## src/rtl/rr_arb_mux.sv

```systemverilog
`default_nettype none
// ============================================================================
// Module      : rr_arb_mux
// Description : N-channel arbitrating multiplexer with valid/ready handshakes,
//               runtime-selectable arbitration (round-robin, fixed priority,
//               forced select) and a single registered output stage.
// Revision    : 1.0 - initial release
// ============================================================================
module rr_arb_mux #(
    parameter  int WIDTH = 32,
    parameter  int NUM   = 4,
    localparam int SEL_W = $clog2(NUM)
) (
    input  logic                 clk,
    input  logic                 rst_n,
    input  logic [NUM*WIDTH-1:0] din,
    input  logic [NUM-1:0]       din_valid,
    output logic [NUM-1:0]       din_ready,
    input  logic [1:0]           mode,
    input  logic [SEL_W-1:0]     force_sel,
    output logic [WIDTH-1:0]     dout,
    output logic                 dout_valid,
    input  logic                 dout_ready,
    output logic [SEL_W-1:0]     dout_sel
);

    localparam logic [1:0]       C_MODE_RR     = 2'd0;
    localparam logic [1:0]       C_MODE_FORCE  = 2'd2;
    localparam logic [SEL_W-1:0] C_LAST_CH     = SEL_W'(NUM - 1);

    logic [WIDTH-1:0] r_dout;
    logic             r_dout_valid;
    logic [SEL_W-1:0] r_dout_sel;
    logic [SEL_W-1:0] r_ptr;

    logic             w_out_free;
    logic             w_gnt_any;
    logic [SEL_W-1:0] w_gnt_idx;
    logic             w_xfer;

    // The output register can take a new beat when empty or being drained now.
    assign w_out_free = !r_dout_valid || dout_ready;
    assign w_xfer     = w_out_free && w_gnt_any;

    // Pick the winning channel for this cycle according to the selected mode.
    always_comb begin : p_grant
        int               c;
        logic [SEL_W-1:0] v_idx;
        c         = 0;
        v_idx     = '0;
        w_gnt_any = 1'b0;
        w_gnt_idx = '0;
        case (mode)
            C_MODE_RR: begin
                // Search starts at the pointer and wraps at NUM, which need
                // not be a power of two.
                for (int k = 0; k < NUM; k++) begin
                    c = int'(r_ptr) + k;
                    if (c >= NUM) begin
                        c = c - NUM;
                    end
                    v_idx = SEL_W'(c);
                    if (!w_gnt_any && din_valid[v_idx]) begin
                        w_gnt_any = 1'b1;
                        w_gnt_idx = v_idx;
                    end
                end
            end
            C_MODE_FORCE: begin
                // Out-of-range indices never grant; no fallback to others.
                if ((int'(force_sel) < NUM) && din_valid[force_sel]) begin
                    w_gnt_any = 1'b1;
                    w_gnt_idx = force_sel;
                end
            end
            default: begin
                // Fixed priority, also used for the reserved mode encoding.
                for (int k = 0; k < NUM; k++) begin
                    v_idx = SEL_W'(k);
                    if (!w_gnt_any && din_valid[v_idx]) begin
                        w_gnt_any = 1'b1;
                        w_gnt_idx = v_idx;
                    end
                end
            end
        endcase
    end

    // Accept is one-hot on the granted channel and forced low during reset.
    always_comb begin : p_ready
        din_ready = '0;
        if (rst_n && w_xfer) begin
            din_ready[w_gnt_idx] = 1'b1;
        end
    end

    // Output stage and round-robin pointer; the pointer advances on every
    // transfer regardless of mode so switching back to round-robin is fair.
    always_ff @(posedge clk or negedge rst_n) begin
        if (!rst_n) begin
            r_dout       <= '0;
            r_dout_valid <= 1'b0;
            r_dout_sel   <= '0;
            r_ptr        <= '0;
        end else if (w_out_free) begin
            if (w_gnt_any) begin
                r_dout       <= din[int'(w_gnt_idx)*WIDTH +: WIDTH];
                r_dout_sel   <= w_gnt_idx;
                r_dout_valid <= 1'b1;
                r_ptr        <= (w_gnt_idx == C_LAST_CH) ? '0
                                                         : w_gnt_idx + SEL_W'(1);
            end else begin
                r_dout_valid <= 1'b0;
            end
        end
    end

    assign dout       = r_dout;
    assign dout_valid = r_dout_valid;
    assign dout_sel   = r_dout_sel;

endmodule
`default_nettype wire
```

## config.mk

```make
export PLATFORM = sky130hd
export DESIGN_NAME = rr_arb_mux
export DESIGN_NICKNAME = d
export VERILOG_FILES = /design/src/rtl/rr_arb_mux.sv
export SDC_FILE = /design/constraint.sdc
export NUM_CORES = 1
export LEC_CHECK = 0
export ABC_AREA = 1
export CORE_MARGIN = 2
export CORE_UTILIZATION = 38
export CTS_CLUSTER_DIAMETER = 60
export CTS_CLUSTER_SIZE = 20
export DETAILED_ROUTE_END_ITERATION = 10
export DONT_BUFFER_PORTS = 1
export GPL_TIMING_DRIVEN = 0
export PLACE_DENSITY = 0.53
export SLEW_MARGIN = 10
export SYNTH_ARGS = -nofsm -noshare
export SYNTH_HDL_FRONTEND = slang
export SYNTH_SLANG_ARGS = --single-unit
```

## constraint.sdc

```tcl
create_clock -name clk -period 2.3 [get_ports clk]
set_clock_uncertainty 0.2 [all_clocks]
set_input_delay 0.46 -clock clk [delete_from_list [all_inputs] [get_ports clk]]
set_output_delay 0.46 -clock clk [all_outputs]
set_load 0.01 [all_outputs]
```

Word-level counts from Yosys, hierarchy flattened

Cells that the tools add are included.

Register bits: 37
Input bits: 139
Output and inout bits: 39
Word-level logic and storage cells: 94

$add $sub $neg: 8
Magnitude comparators: 11
Equality and inequality tests: 2
Shift-type cells: 1
Multiplexer cells: 48
Reductions and logical operators: 20

Operator list:

| cell                  | count |
|---|---|
| $shiftx A128 B8 Y32   | 1 |
| $mux W2               | 16 |
| $mux W1               | 23 |
| $lt A2 B3 Y1 const B  | 6 |
| $bmux W1 S2           | 5 |
| $ge A3 B3 Y1 const B  | 3 |
| $logic_and A1 B1 Y1   | 9 |
| $sub A2 B1 Y2 const B | 4 |
| $logic_not A1 Y1      | 7 |
| $add A2 B2 Y3 const B | 2 |
| $eq A2 B2 Y1 const B  | 2 |
| $mux W4               | 1 |
| $pmux W2 S2           | 1 |
| $add A2 B1 Y3 const B | 1 |
| $ge A2 B3 Y1 const B  | 1 |
| $add A2 B1 Y2 const B | 1 |
| $demux W1 S2          | 1 |
| $ge A2 B1 Y1 const B  | 1 |
| $logic_not A2 Y1      | 1 |
| $pmux W1 S2           | 1 |
| $reduce_and A2 Y1     | 1 |
| $reduce_or A2 Y1      | 1 |
| $logic_or A1 B1 Y1    | 1 |

Depth between registers and ports, before layout

Gate-level depths: netlist of the first run.

Depth in word-level cells: 24
Depth in mapped cells: 19
Mapped depth without buffers: 17

Worst setup path before layout of the first run

Ideal clock, no wire load.

Kind: register to output
Start point: register r_ptr[0]
End point: output port din_ready[3]
Data arrival time: 1.919 ns
Required time: 1.640 ns
Setup slack: -0.279 ns
Cell stages (with the launch flop): 20
Path buffers: 3
Path through: dfrtp_1 -> buf_6 -> inv_6 -> nand2_2 -> nand2_1 -> nand2_1 -> nand2_1 -> inv_1 -> nand2_1 -> nand2_1 -> nand2_1 -> nand3_1 -> nand2_2 -> nand2_4 -> clkbuf_2 -> buf_6 -> inv_1 -> ha_1 -> inv_1 -> nor2_1

Word-level cells in the longest chain between the ends: 24
Elaborated cells on any way between the ends: 54
Those cells by class: add/sub: 7; order compare: 6; mux: 32; reduce/logical: 9

Ends and longest elaborated chain:

| what                                                               | line   | RTL |
|---|---|---|
| start, declared                                                    | 34     | `logic [SEL_W-1:0] r_ptr;` |
| start signal, assigned                                             | 110    | `r_ptr <= (w_gnt_idx == C_LAST_CH) ? '0` |
| $ge A2 B3 Y1 or $sub A2 B1 Y2 (tied branches)                      | 59, 60 |  |
| $mux W2                                                            | 59     | `if (c >= NUM) begin` |
| $mux W2                                                            | 53     | `case (mode)` |
| $bmux W1 S2                                                        | 63     | `if (!w_gnt_any && din_valid[v_idx]) begin` |
| $mux W1 (implied by the code)                                      | 63     |  |
| $mux W1                                                            | 63     |  |
| $mux W1                                                            | 53     |  |
| $logic_not A1 Y1                                                   | 63     |  |
| [... 9 more ...]                                                   | -      |  |
| $mux W2 *                                                          | 63     |  |
| $pmux W2 S2 *                                                      | 53     |  |
| named net w_gnt_idx[0]                                             | 38     | `logic [SEL_W-1:0] w_gnt_idx;` |
| $lt A2 B3 Y1 (implied by the code) or $ge A2 B1 Y1 (tied branches) | 93     | `din_ready[w_gnt_idx] = 1'b1;` |
| $logic_and A1 B1 Y1 (implied by the code)                          | 93     |  |
| $mux W1 (implied by the code)                                      | 93     |  |
| $demux W1 S2 *                                                     | 93     |  |
| $mux W4 *                                                          | 92     | `if (rst_n && w_xfer) begin` |
| end, declared                                                      | 18     | `output logic [NUM-1:0] din_ready,` |

The timed path passes the listed nets; every way through them passes the cells marked *. The select of a mux whose other input is x is not followed.

Final worst setup path of the first run

Same ends and word-level chain as after synthesis.

==> results of run 1 <==
==> cell type report <==
| cell class | instances | area [um^2] | share of cell area [%] |
|---|---|---|---|
| Multi-Input combinational cell | 358 | 1918 | 47.26 |
| Tap cell | 105 | 131.4 | 3.237 |
| Inverter | 114 | 450.4 | 11.10 |
| Clock buffer | 7 | 86.33 | 2.127 |
| Timing Repair Buffer | 32 | 312.8 | 7.707 |
| Sequential cell | 37 | 925.9 | 22.81 |
| Buffer | 26 | 234.0 | 5.764 |
==> worst max path at each step <==
stage	start	slack, ps	end	cells past startpoint
floorplan	r_ptr[0]$_DFFE_PN0P_	-180	din_ready[0]	15
detailed placement	r_ptr[0]$_DFFE_PN0P_	-500	din_ready[0]	15
finish	r_ptr[0]$_DFFE_PN0P_	-530	din_ready[3]	17
global route	r_ptr[0]$_DFFE_PN0P_	-670	din_ready[2]	14
CTS	r_ptr[0]$_DFFE_PN0P_	-540	din_ready[1]	17
global placement	r_ptr[0]$_DFFE_PN0P_	-480	din_ready[2]	17
==> per-stage QoR <==
step | area (um^2) | instances | total power [mW] | utilization (%) | TNS, ps
after detailed placement | 3398 | 639 | 2.018 | 41.57 | -5843
after CTS | 3707 | 661 | 2.622 | 45.35 | -2194
after global placement | 3398 | 639 | 2.010 | 41.57 | -5672
after global routing | 4059 | 679 | 3.056 | 49.65 | -16720
final | 4059 | 679 | 2.841 | 49.65 | -11230
after floorplan | 3267 | 534 | 1.783 | - | -692.5
==> Yosys cell counts (2+ instances only) <==
| master | n |
|---|---|
| sky130_fd_sc_hd__nor2_1 | 11 |
| sky130_fd_sc_hd__buf_2 | 10 |
| sky130_fd_sc_hd__ha_1 | 4 |
| sky130_fd_sc_hd__or2_1 | 9 |
| sky130_fd_sc_hd__or2_0 | 3 |
| sky130_fd_sc_hd__o211ai_1 | 14 |
| sky130_fd_sc_hd__dfrtp_1 | 37 |
| sky130_fd_sc_hd__inv_1 | 111 |
| sky130_fd_sc_hd__nand3_1 | 102 |
| sky130_fd_sc_hd__or2_2 | 4 |
| sky130_fd_sc_hd__buf_6 | 4 |
| sky130_fd_sc_hd__nand2_2 | 3 |
| sky130_fd_sc_hd__clkbuf_1 | 9 |
| sky130_fd_sc_hd__a21oi_1 | 4 |
| sky130_fd_sc_hd__o21ai_1 | 2 |
| sky130_fd_sc_hd__buf_1 | 2 |
| sky130_fd_sc_hd__nand2_1 | 188 |
| sky130_fd_sc_hd__o211ai_2 | 3 |
| sky130_fd_sc_hd__o21ai_0 | 3 |
==> report_power, final <==
part,total (mW),internal (mW),switching [mW]
clock,0.467,0.238,0.229
combinational,1.30,0.563,0.740
sequential,1.07,0.837,0.233
==> worst max-delay path, delay by kind of cell (launching register included) <==
family	cells	cell delay (ps)
and+or+nand+nor	11	840
buffers and inverters	5	530
DFF	1	390
adders and majority gates	1	110
==> logic make-up (layout without fill, tap and decap cells) <==
kind of cell	Yosys count	count (layout)	synth area share, %
compound gates	29	29	6.860
flops	37	37	29.01
fa+ha+maj	4	4	1.568
simple gates	324	325	44.49
buf+inv	140	179	18.07
==> sequential cells by signal (all words and copies together), names as in the netlist <==
register,count
dout_valid,1
dout,32
r_ptr,2
dout_sel,2
==> repair_timing <==
item / CTS / global route
hold buffers: 2 / 0
gates resized for setup: 32 / 67
hold endpoints to repair: 37 / 0
pin swaps: 4 / 27
setup buffers: 11 / 15
gates cloned: 2 / 5
endpoints found under the setup margin: 30 / 39
==> metal layers <==
layer	up-vias	global-route usage (%)	wire, um
met5	-	0	13
met4	2	5.000	143
met3	14	5.455	820
met2	130	35.55	5126
met1	1519	27.72	4199
li1	1702	-	-
==> results.sh, run 1 <==
export IMPL_run_status="finished, violations left"
export IMPL_violations="setup timing"
export IMPL_die_area_um2=9149
export IMPL_num_rows=33
export IMPL_grt_pass1_vias=3061
export IMPL_grtUsageTotal_pct=21.35
export IMPL_synth_area_leaders="sky130_fd_sc_hd__dfrtp_1, sky130_fd_sc_hd__nand2_1, sky130_fd_sc_hd__nand3_1"
export IMPL_cp_start_kind="flop"
export IMPL_crit_fanout=5
export IMPL_setup_ws_post_layout_ps=-528.7
export IMPL_nFillCells=863
export IMPL_cts_num_sinks=37
export IMPL_die_width_um=95.65
export IMPL_max_cap_violations=0
export IMPL_mostFrequentLayoutCells="sky130_fd_sc_hd__nand2_1, sky130_fd_sc_hd__inv_1, sky130_fd_sc_hd__nand3_1"
export IMPL_edff_count_synth=0
export IMPL_setup_crit_end_kind="output port"
export IMPL_rsz0062_at_grt="true"
export IMPL_crit_path_frequent_cell="sky130_fd_sc_hd__nand2_1"
export IMPL_report_final_slew_viol_count=0
export IMPL_worstPathArrival_ps=2170
export IMPL_hold_start="din[35]"
export IMPL_clock_tree_htree_level_count=2
export IMPL_post_route_drc=0
export IMPL_synth_sequential_area_ratio_pct=29.01
export IMPL_crit_reg2reg_launch="r_ptr[0]$_DFFE_PN0P_"
export IMPL_power_density_cell_area_nw_per_um2=699.8
export IMPL_timing_hold_violations_final=0
export IMPL_preCtsSetupSlack_ps=-495.1
export IMPL_gp_routability_congestion=0.8360
export IMPL_timing_reg2reg_worst_path_depth=21
export IMPL_worst_slew_margin_rel_pct=54.31
export IMPL_cellLeakagePower_nw=2.324
export IMPL_fin_nets=717
export IMPL_dr_pass1_iters=4
export IMPL_syn_cell_area_um2=3192
export IMPL_finalCriticalPeriod_ps=2829
export IMPL_yosys_area_top_type="sky130_fd_sc_hd__dfrtp_1"
export IMPL_dr_first_iter_drc_count=151
export IMPL_first_pass_grt_wire_length_um=15020
export IMPL_min_to="dout[3]$_DFFE_PN0P_"
export IMPL_routed_wirelength_um=10300
export IMPL_timing_critical_path_slowest_stage_cell="sky130_fd_sc_hd__dfrtp_1"
export IMPL_port_buffers=0
export IMPL_synth_ff_latch_count=37
export IMPL_drive_above_1_share_pct=20.73
export IMPL_regToRegSetupSlack_ps=-450
export IMPL_io_pins=178
export IMPL_drtAntennaViolNets=0
export IMPL_synth_flop_cell="sky130_fd_sc_hd__dfrtp_1"
export IMPL_cts_clk_slew_worst_paths_ps=70
export IMPL_global_route_overflow_total=0
export IMPL_post_synth_top_area_share_pct=29.01
export IMPL_fin_hold_ws_ps=138.6
export IMPL_ys_warns=0
export IMPL_worst_skew_pair_late_latency_ps=280
export IMPL_grt_antenna_before_repair=1
export IMPL_vdd_ir_drop_worst_mv=0.2778
export IMPL_clockBufferDepth=2
export IMPL_worstSetupPathType="reg2out"
export IMPL_start_util_pct=39.04
export IMPL_drt_wirelength_per_cell_um=15.17
export IMPL_dp_hpwl_um=7517
export IMPL_route_vias_total=3367
export IMPL_leading_cell_type_in_the_layout_fill_and_taps_excluded="sky130_fd_sc_hd__nand2_1"
export IMPL_tightestPinTransition_ps=680.8
export IMPL_cts_buffers_inserted=5
export IMPL_netlist_instances=534
export IMPL_worst_hold_path_class="in2reg"
export IMPL_die_height_um=95.65
export IMPL_grt_max_degree=38
export IMPL_synth_distinct_cells=30
export IMPL_detail_route_vias_per_cell=4.959
export IMPL_fmax_mhz=353.5
export IMPL_area_delta_synth_final_pct=27.17
export IMPL_cts_tree="yes"
export IMPL_syn_mean_instance_area_um2=5.977
export IMPL_period_share_pct=123.0
export IMPL_crit_path_max_cell_delay_ps=390
export IMPL_rr_endpoint="dout[11]$_DFFE_PN0P_"
export IMPL_core_area_um2=8175
export IMPL_hold_depth=2
export IMPL_synth_fp_nets=677
export IMPL_antenna_cells=0
export IMPL_clock_root_buffer="sky130_fd_sc_hd__clkbuf_8"
export IMPL_report_final_setup_viol=28
export IMPL_worstPathCellList="buf_4 -> nand2_1 -> nand2_2 -> nand2_4 -> nand2_1 -> nand2_2 -> nand2_1 -> nand2_1 -> nand3_2 -> nand2_4 -> nand2_4 -> clkbuf_16 -> buf_12 -> clkinv_8 -> ha_4 -> inv_2 -> nor2_4"
export IMPL_ffs_w_async_s_r_synth_pct=100.0
export IMPL_worst_endpoint_required_ps=1640
Power figures use the tool's default switching activity.
==> run 2, diff against run 1 <==
- ABC_AREA: 1 -> 0
==> run 2 against run 1 <==
Largest cell class unchanged. Setup slack better by 210 ps. Combinational power shrank 32%. Non-clock buffer count is 9 lower. Critical path depth shrank 10. The run still ends with setup timing left. Clock-buffer cell count decreased by 2. Synthesized cell count is 45% lower.
==> results.sh, run 2 <==
export IMPL_syn_cell_area_um2=2765
export IMPL_global_route_usage_met2_pct=37.04
export IMPL_max_cap_violations=0
export IMPL_synth_ff_latch_count=37
export IMPL_synth_top_cells_by_count="sky130_fd_sc_hd__dfrtp_1, sky130_fd_sc_hd__nand2_1, sky130_fd_sc_hd__mux2i_1"
export IMPL_grtUsageTotal_pct=21.51
export IMPL_worst_skew_pair_late_latency_ps=290
export IMPL_totalNegativeSetupSlack_ps=-4644
export IMPL_start_util_pct=38.74
export IMPL_cts_num_sinks=37
export IMPL_leading_cell_type_in_the_layout_fill_and_taps_excluded="sky130_fd_sc_hd__nand2_1"
export IMPL_global_route_usage_met1_pct=27.04
export IMPL_clock_root_buffer="sky130_fd_sc_hd__clkbuf_8"
export IMPL_ffs_w_async_s_r_synth_pct=100.0
export IMPL_netlist_instances=294
export IMPL_synth_area_leaders="sky130_fd_sc_hd__dfrtp_1, sky130_fd_sc_hd__mux2i_1, sky130_fd_sc_hd__o221ai_1"
export IMPL_nFillCells=714
export IMPL_dp_hpwl_um=6548
export IMPL_grt_pass1_vias=2484
export IMPL_synth_flop_cell="sky130_fd_sc_hd__dfrtp_1"
export IMPL_timing_critical_path_buf_inv=1
export IMPL_route_vias_total=2534
export IMPL_cp_start_kind="flop"
export IMPL_die_area_um2=7975
export IMPL_dr_pass1_iters=5
export IMPL_clockBufferDepth=2
export IMPL_grt_antenna_before_repair=0
export IMPL_synth_fp_nets=437
export IMPL_post_synth_top_area_share_pct=33.48
export IMPL_grt_busiest_layer="met2"
export IMPL_detail_route_vias_per_cell=5.948
export IMPL_mostFrequentLayoutCells="sky130_fd_sc_hd__nand2_1, sky130_fd_sc_hd__dfrtp_1, sky130_fd_sc_hd__mux2i_1"
export IMPL_timing_critical_path_slowest_stage_cell="sky130_fd_sc_hd__dfrtp_2"
export IMPL_fin_nets=469
export IMPL_routed_wirelength_um=9388
export IMPL_cts_tree="yes"
export IMPL_die_width_um=89.31
export IMPL_worst_slew_margin_rel_pct=56.54
export IMPL_yosys_area_top_type="sky130_fd_sc_hd__dfrtp_1"
export IMPL_crit_fanout=6
export IMPL_grt_max_degree=38
export IMPL_worst_hold_path_class="in2reg"
export IMPL_finalCriticalPeriod_ps=2620
export IMPL_period_share_pct=113.9
export IMPL_die_height_um=89.31
export IMPL_cts_buffers_inserted=5
export IMPL_clock_tree_htree_level_count=2
export IMPL_timing_hold_violations_final=0
export IMPL_largest_register_ffs=32
export IMPL_first_pass_grt_wire_length_um=13030
export IMPL_fin_hold_ws_ps=102.7
export IMPL_rsz0062_at_grt="true"
export IMPL_numPlacedInstances=393
export IMPL_cellLeakagePower_nw=1.462
export IMPL_ys_warns=0
export IMPL_dr_first_iter_drc_count=58
export IMPL_global_route_overflow_total=0
export IMPL_utilization_pct=48.70
export IMPL_worst_endpoint_required_ps=1640
export IMPL_drive_above_1_share_pct=26.30
export IMPL_cts_clk_slew_worst_paths_ps=80
export IMPL_num_rows=31
export IMPL_synth_distinct_cells=43
export IMPL_tightestPinTransition_ps=651.9
export IMPL_report_final_setup_viol=27
export IMPL_violations="setup timing"
export IMPL_gp_routability_congestion=0.8012
export IMPL_worstPathCellList="mux2_4 -> a21boi_2 -> o211ai_1 -> and2_4 -> buf_12 -> ha_4 -> and3_4"
export IMPL_crit_path_max_cell_delay_ps=440
export IMPL_setup_crit_end_kind="output port"
export IMPL_io_pins=178
export IMPL_synthMostInstantiatedCell="sky130_fd_sc_hd__dfrtp_1"
export IMPL_drtAntennaViolNets=0
export IMPL_report_final_slew_viol_count=0
export IMPL_stdcell_area_um2=3476
export IMPL_area_delta_synth_final_pct=25.70
export IMPL_antenna_cells=0
export IMPL_worstSetupPathType="reg2out"
export IMPL_vdd_ir_drop_worst_mv=0.3079
export IMPL_run_status="finished, violations left"
export IMPL_synth_sequential_area_ratio_pct=33.48
export IMPL_final_cell_count_no_fill=426
export IMPL_cell_area_after_placement_um2=2939
export IMPL_power_density_cell_area_nw_per_um2=743.3
export IMPL_worstPathArrival_ps=1960
export IMPL_syn_mean_instance_area_um2=9.405
export IMPL_preCtsSetupSlack_ps=-519.0
export IMPL_cell_type_group_with_the_largest_total_delay_on_the_critical_path="flip-flops"
export IMPL_drt_wirelength_per_cell_um=22.04
export IMPL_edff_count_synth=0
export IMPL_fmax_mhz=381.6
export IMPL_post_route_drc=0
export IMPL_grtUsageMet3_pct=6.187
export IMPL_setup_ws_post_layout_ps=-320.3
export IMPL_port_buffers=0
export IMPL_power_mw=2.584
export IMPL_core_area_um2=7137
## run 2: cell types whose count changed after synthesis, sizes merged, moves of 7 or more
cell	delta
nand2	-155
inv	-111
nand3	-100
mux2i	+33
a31oi	+22
o221ai	+16
or2	-16
and3	+14
a21boi	+13
o21ai	+11
mux2	+7
## run 2: cells by family (layout without fill, tap and decap cells)
kind of cell | count (synthesis) | after routing | share of synthesized area (%)
buffers and inverters | 28 | 61 | 7.149
AOI/OAI and AO/OA | 102 | 102 | 26.52
adders and majority gates | 4 | 4 | 1.810
DFF | 37 | 37 | 33.48
and+or+nand+nor | 82 | 82 | 14.75
muxes | 41 | 41 | 16.29
## run 2: per-layer routing
metal	share of wire (%)	vias to the layer above
li1	-	1185
met1	41	1226
met2	50	118
met3	8.6	5
met4	0.63	0
met5	0	-
## run 2: cell type report
type | count | area [um^2] | share of cell area [%]
multi-input combinational | 229 | 1745 | 50.22
inverter | 4 | 25.02 | 0.7199
buffer | 19 | 188.9 | 5.436
timing repair buffer | 30 | 330.3 | 9.503
tap | 99 | 123.9 | 3.564
sequential | 37 | 928.4 | 26.71
clock inverter | 3 | 65.06 | 1.872
clock buffer | 5 | 68.82 | 1.980
## run 2: path summary, 6_finish.rpt
path	cells after the start	start	end	slack, ps
setup / recovery	7	r_ptr[0]$_DFFE_PN0P_	din_ready[3]	-320
hold / removal	1	din[70]	dout[6]$_DFFE_PN0P_	100
setup reg to reg	9	r_ptr[0]$_DFFE_PN0P_	dout[18]$_DFFE_PN0P_	-230
hold reg to reg	2	dout[22]$_DFFE_PN0P_	dout[22]$_DFFE_PN0P_	370
max in group asynchronous	2	rst_n	r_ptr[1]$_DFFE_PN0P_	1260
min in group asynchronous	2	rst_n	dout[1]$_DFFE_PN0P_	420
## run 2: repair_timing
| item | 4_1_cts | 5_1_grt |
|---|---|---|
| hold buffers | 2 | 0 |
| pin swaps | 10 | 24 |
| gates cloned | 1 | 4 |
| buffers inserted | 14 | 10 |
| hold endpoints to repair | 37 | 0 |
| resized for setup | 23 | 29 |
| setup endpoints to repair | 32 | 38 |
## run 2: power breakdown
part / leakage [nW] / total, mW / internal [mW] / switching, mW
clock network: 0.0681 / 0.685 / 0.431 / 0.254
logic: 0.957 / 0.889 / 0.456 / 0.434
registers: 0.437 / 1.01 / 0.807 / 0.201
total: 1.46 / 2.58 / 1.69 / 0.889
## run 2: worst register-to-register path, delay by kind of cell (launching register included)
kind	cells	cell delay (ps)
compound gates	3	600
mux	2	600
flops	1	440
buf+inv	3	390
simple gates	1	200
==> run 3, diff against run 2 <==
- PLACE_DENSITY: 0.53 -> not set
- clock period: 2.3 -> 3.3 ns (I/O delays scaled with it)
==> run 3 against run 2 <==
The run now ends clean. Sequential share of layout area increased by 3.9 points. Non-clock buffer count decreased by 21. Critical path type is now in2out. Routed wire length decreased by 7.4%. Total power decreased by 41%. Register-to-register slack improved by 1100 ps. Worst hold slack got worse by 89 ps. Sequential cell count unchanged. Critical endpoint unchanged. Via count increased by 0.12%.
==> results.sh, run 3 (synthesis gave the netlist of run 2 again) <==
export IMPL_dp_hpwl_um=6406
export IMPL_drtAntennaViolNets=0
export IMPL_cts_buffers_inserted=5
export IMPL_worst_skew_pair_late_latency_ps=280
export IMPL_clock_root_buffer="sky130_fd_sc_hd__clkbuf_8"
export IMPL_period_share_pct=96.82
export IMPL_power_switching_mw=0.5675
export IMPL_fmax_mhz=313.0
export IMPL_power_share_switching_pct=37.30
export IMPL_relative_contribution_of_the_clock_network_to_total_power_pct=21.5
export IMPL_cp_start_kind="primary input"
export IMPL_worstPathArrival_ps=2330
export IMPL_stdcell_area_um2=3034
export IMPL_setup_crit_end_kind="output port"
export IMPL_multi_input_comb_area_um2=1649
export IMPL_global_route_overflow_total=0
export IMPL_die_width_um=89.31
export IMPL_crit_fanout=11
export IMPL_io_pins=178
export IMPL_nFillCells=728
export IMPL_grtUsageTotal_pct=20.39
export IMPL_seqCellArea_um2=928.4
export IMPL_combPwrFrac_pct=32.2
export IMPL_cts_tree="yes"
export IMPL_worst_endpoint_required_ps=2440
export IMPL_gp_routability_congestion=0.7797
export IMPL_clockBufferDepth=2
export IMPL_intPower_mw=0.9537
export IMPL_fin_nets=448
export IMPL_power_density_cell_area_nw_per_um2=501.3
export IMPL_drive_above_1_share_pct=16.39
export IMPL_report_final_slew_viol_count=0
export IMPL_timing_reg2reg_worst_path_depth=8
export IMPL_grt_max_degree=38
export IMPL_dr_first_iter_drc_count=123
export IMPL_first_pass_grt_wire_length_um=12360
export IMPL_report_final_setup_viol=0
export IMPL_cts_num_sinks=37
export IMPL_crit_reg2reg_launch="r_ptr[0]$_DFFE_PN0P_"
export IMPL_worst_hold_path_class="in2async"
export IMPL_cell_area_after_placement_um2=2889
export IMPL_post_route_drc=0
export IMPL_vdd_ir_drop_worst_mv=0.1789
export IMPL_finalCriticalPeriod_ps=3195
export IMPL_leading_cell_type_in_the_layout_fill_and_taps_excluded="sky130_fd_sc_hd__nand2_1"
export IMPL_core_area_um2=7137
export IMPL_grt_pass1_vias=2410
export IMPL_port_buffers=0
export IMPL_clock_tree_htree_level_count=2
export IMPL_worstSetupPathType="in2out"
export IMPL_largest_register_ffs=32
export IMPL_final_cell_count_no_fill=404
export IMPL_die_height_um=89.31
export IMPL_dr_pass1_iters=5
export IMPL_detail_route_vias_per_cell=6.280
export IMPL_cts_clk_slew_worst_paths_ps=80
export IMPL_routed_wirelength_um=8693
export IMPL_die_area_um2=7975
export IMPL_start_util_pct=38.74
export IMPL_grt_antenna_before_repair=0
export IMPL_cellLeakagePower_nw=1.282
export IMPL_worst_slew_margin_rel_pct=59.35
export IMPL_rr_endpoint="dout[18]$_DFFE_PN0P_"
export IMPL_timing_hold_violations_final=0
export IMPL_drt_wirelength_per_cell_um=21.52
export IMPL_regToRegSetupSlack_ps=910
export IMPL_power_share_sequential_pct=46.3
export IMPL_antenna_cells=0
export IMPL_area_delta_synth_final_pct=9.729
export IMPL_numPlacedInstances=393
export IMPL_tightestPinTransition_ps=609.8
export IMPL_route_vias_total=2537
export IMPL_num_rows=31
export IMPL_max_cap_violations=0
export IMPL_run_status="complete, no violations"
export IMPL_mostFrequentLayoutCells="sky130_fd_sc_hd__nand2_1, sky130_fd_sc_hd__dfrtp_1, sky130_fd_sc_hd__mux2i_1"
[run 3: cell type report]
| type | instances | share of cell area [%] |
|---|---|---|
| Multi-Input combinational cell | 229 | 54.35 |
| Sequential cell | 37 | 30.60 |
| Clock buffer | 7 | 2.845 |
| Inverter | 4 | 0.5361 |
| Buffer | 23 | 5.938 |
| Timing Repair Buffer | 5 | 1.649 |
| Tap cell | 99 | 4.082 |
[run 3: how the worst max path moves through the flow]
stage                              end                 start  slack [ps]  cells after the start
after floorplan           din_ready[3]          din_valid[3]         220                      9
after global placement    din_ready[1]          force_sel[0]          10                      9
after detailed placement  din_ready[0]               mode[1]          -9                      9
after CTS                 din_ready[2]               mode[1]          60                      9
after global routing      din_ready[2]  r_ptr[0]$_DFFE_PN0P_          -8                      9
final                     din_ready[3]          din_valid[3]         110                      9
[run 3: stage by stage]
step | utilization (%) | setup TNS [ps] | hold slack [ps] | worst slack, ps | power, mW
after floorplan | - | 0 | 164.4 | 218.9 | 1.057
after global placement | 40.48 | 0 | 165.1 | 14.04 | 1.167
after detailed placement | 40.48 | -14.43 | 165.0 | -9.025 | 1.181
after CTS | 42.01 | 0 | 16.79 | 64.47 | 1.526
after global routing | 42.51 | -7.619 | 13.78 | -7.619 | 1.623
final | 42.51 | 0 | 14.19 | 105.1 | 1.521
[run 3: layer usage]
layer	vias to the layer above	GRT usage, %	wire length, um
met1	1245	25.49	3492
li1	1132	-	-
met4	0	5.020	87
met2	151	35.29	4419
met3	9	5.078	693
met5	-	0	0
[run 3: repair_timing]
item / 4_1_cts / 5_1_grt
cloned: 0 / 0
hold buffers: 1 / 0
hold endpoints to repair: 37 / 0
resized for setup: 0 / 9
buffers inserted: 1 / 3
endpoints found under the setup margin: 4 / 4
pin swaps: 1 / 2
[run 3: critical path, stage by stage]
cell                        delay, ps
sky130_fd_sc_hd__or4_1            530
sky130_fd_sc_hd__o21ai_0           90
sky130_fd_sc_hd__nand4bb_1        160
sky130_fd_sc_hd__buf_6            120
sky130_fd_sc_hd__nand2_4           50
sky130_fd_sc_hd__buf_6            170
sky130_fd_sc_hd__buf_6            150
sky130_fd_sc_hd__ha_1             180
sky130_fd_sc_hd__and3_2           220
[run 3: power by group through the flow]
stage | Sequential, mW | Combinational, mW | Clock, mW
after floorplan | 0.679 | 0.378 | 0
after global placement | 0.709 | 0.458 | 0
after detailed placement | 0.710 | 0.471 | 0
after CTS | 0.704 | 0.483 | 0.339
after global routing | 0.720 | 0.540 | 0.362
final | 0.705 | 0.490 | 0.327
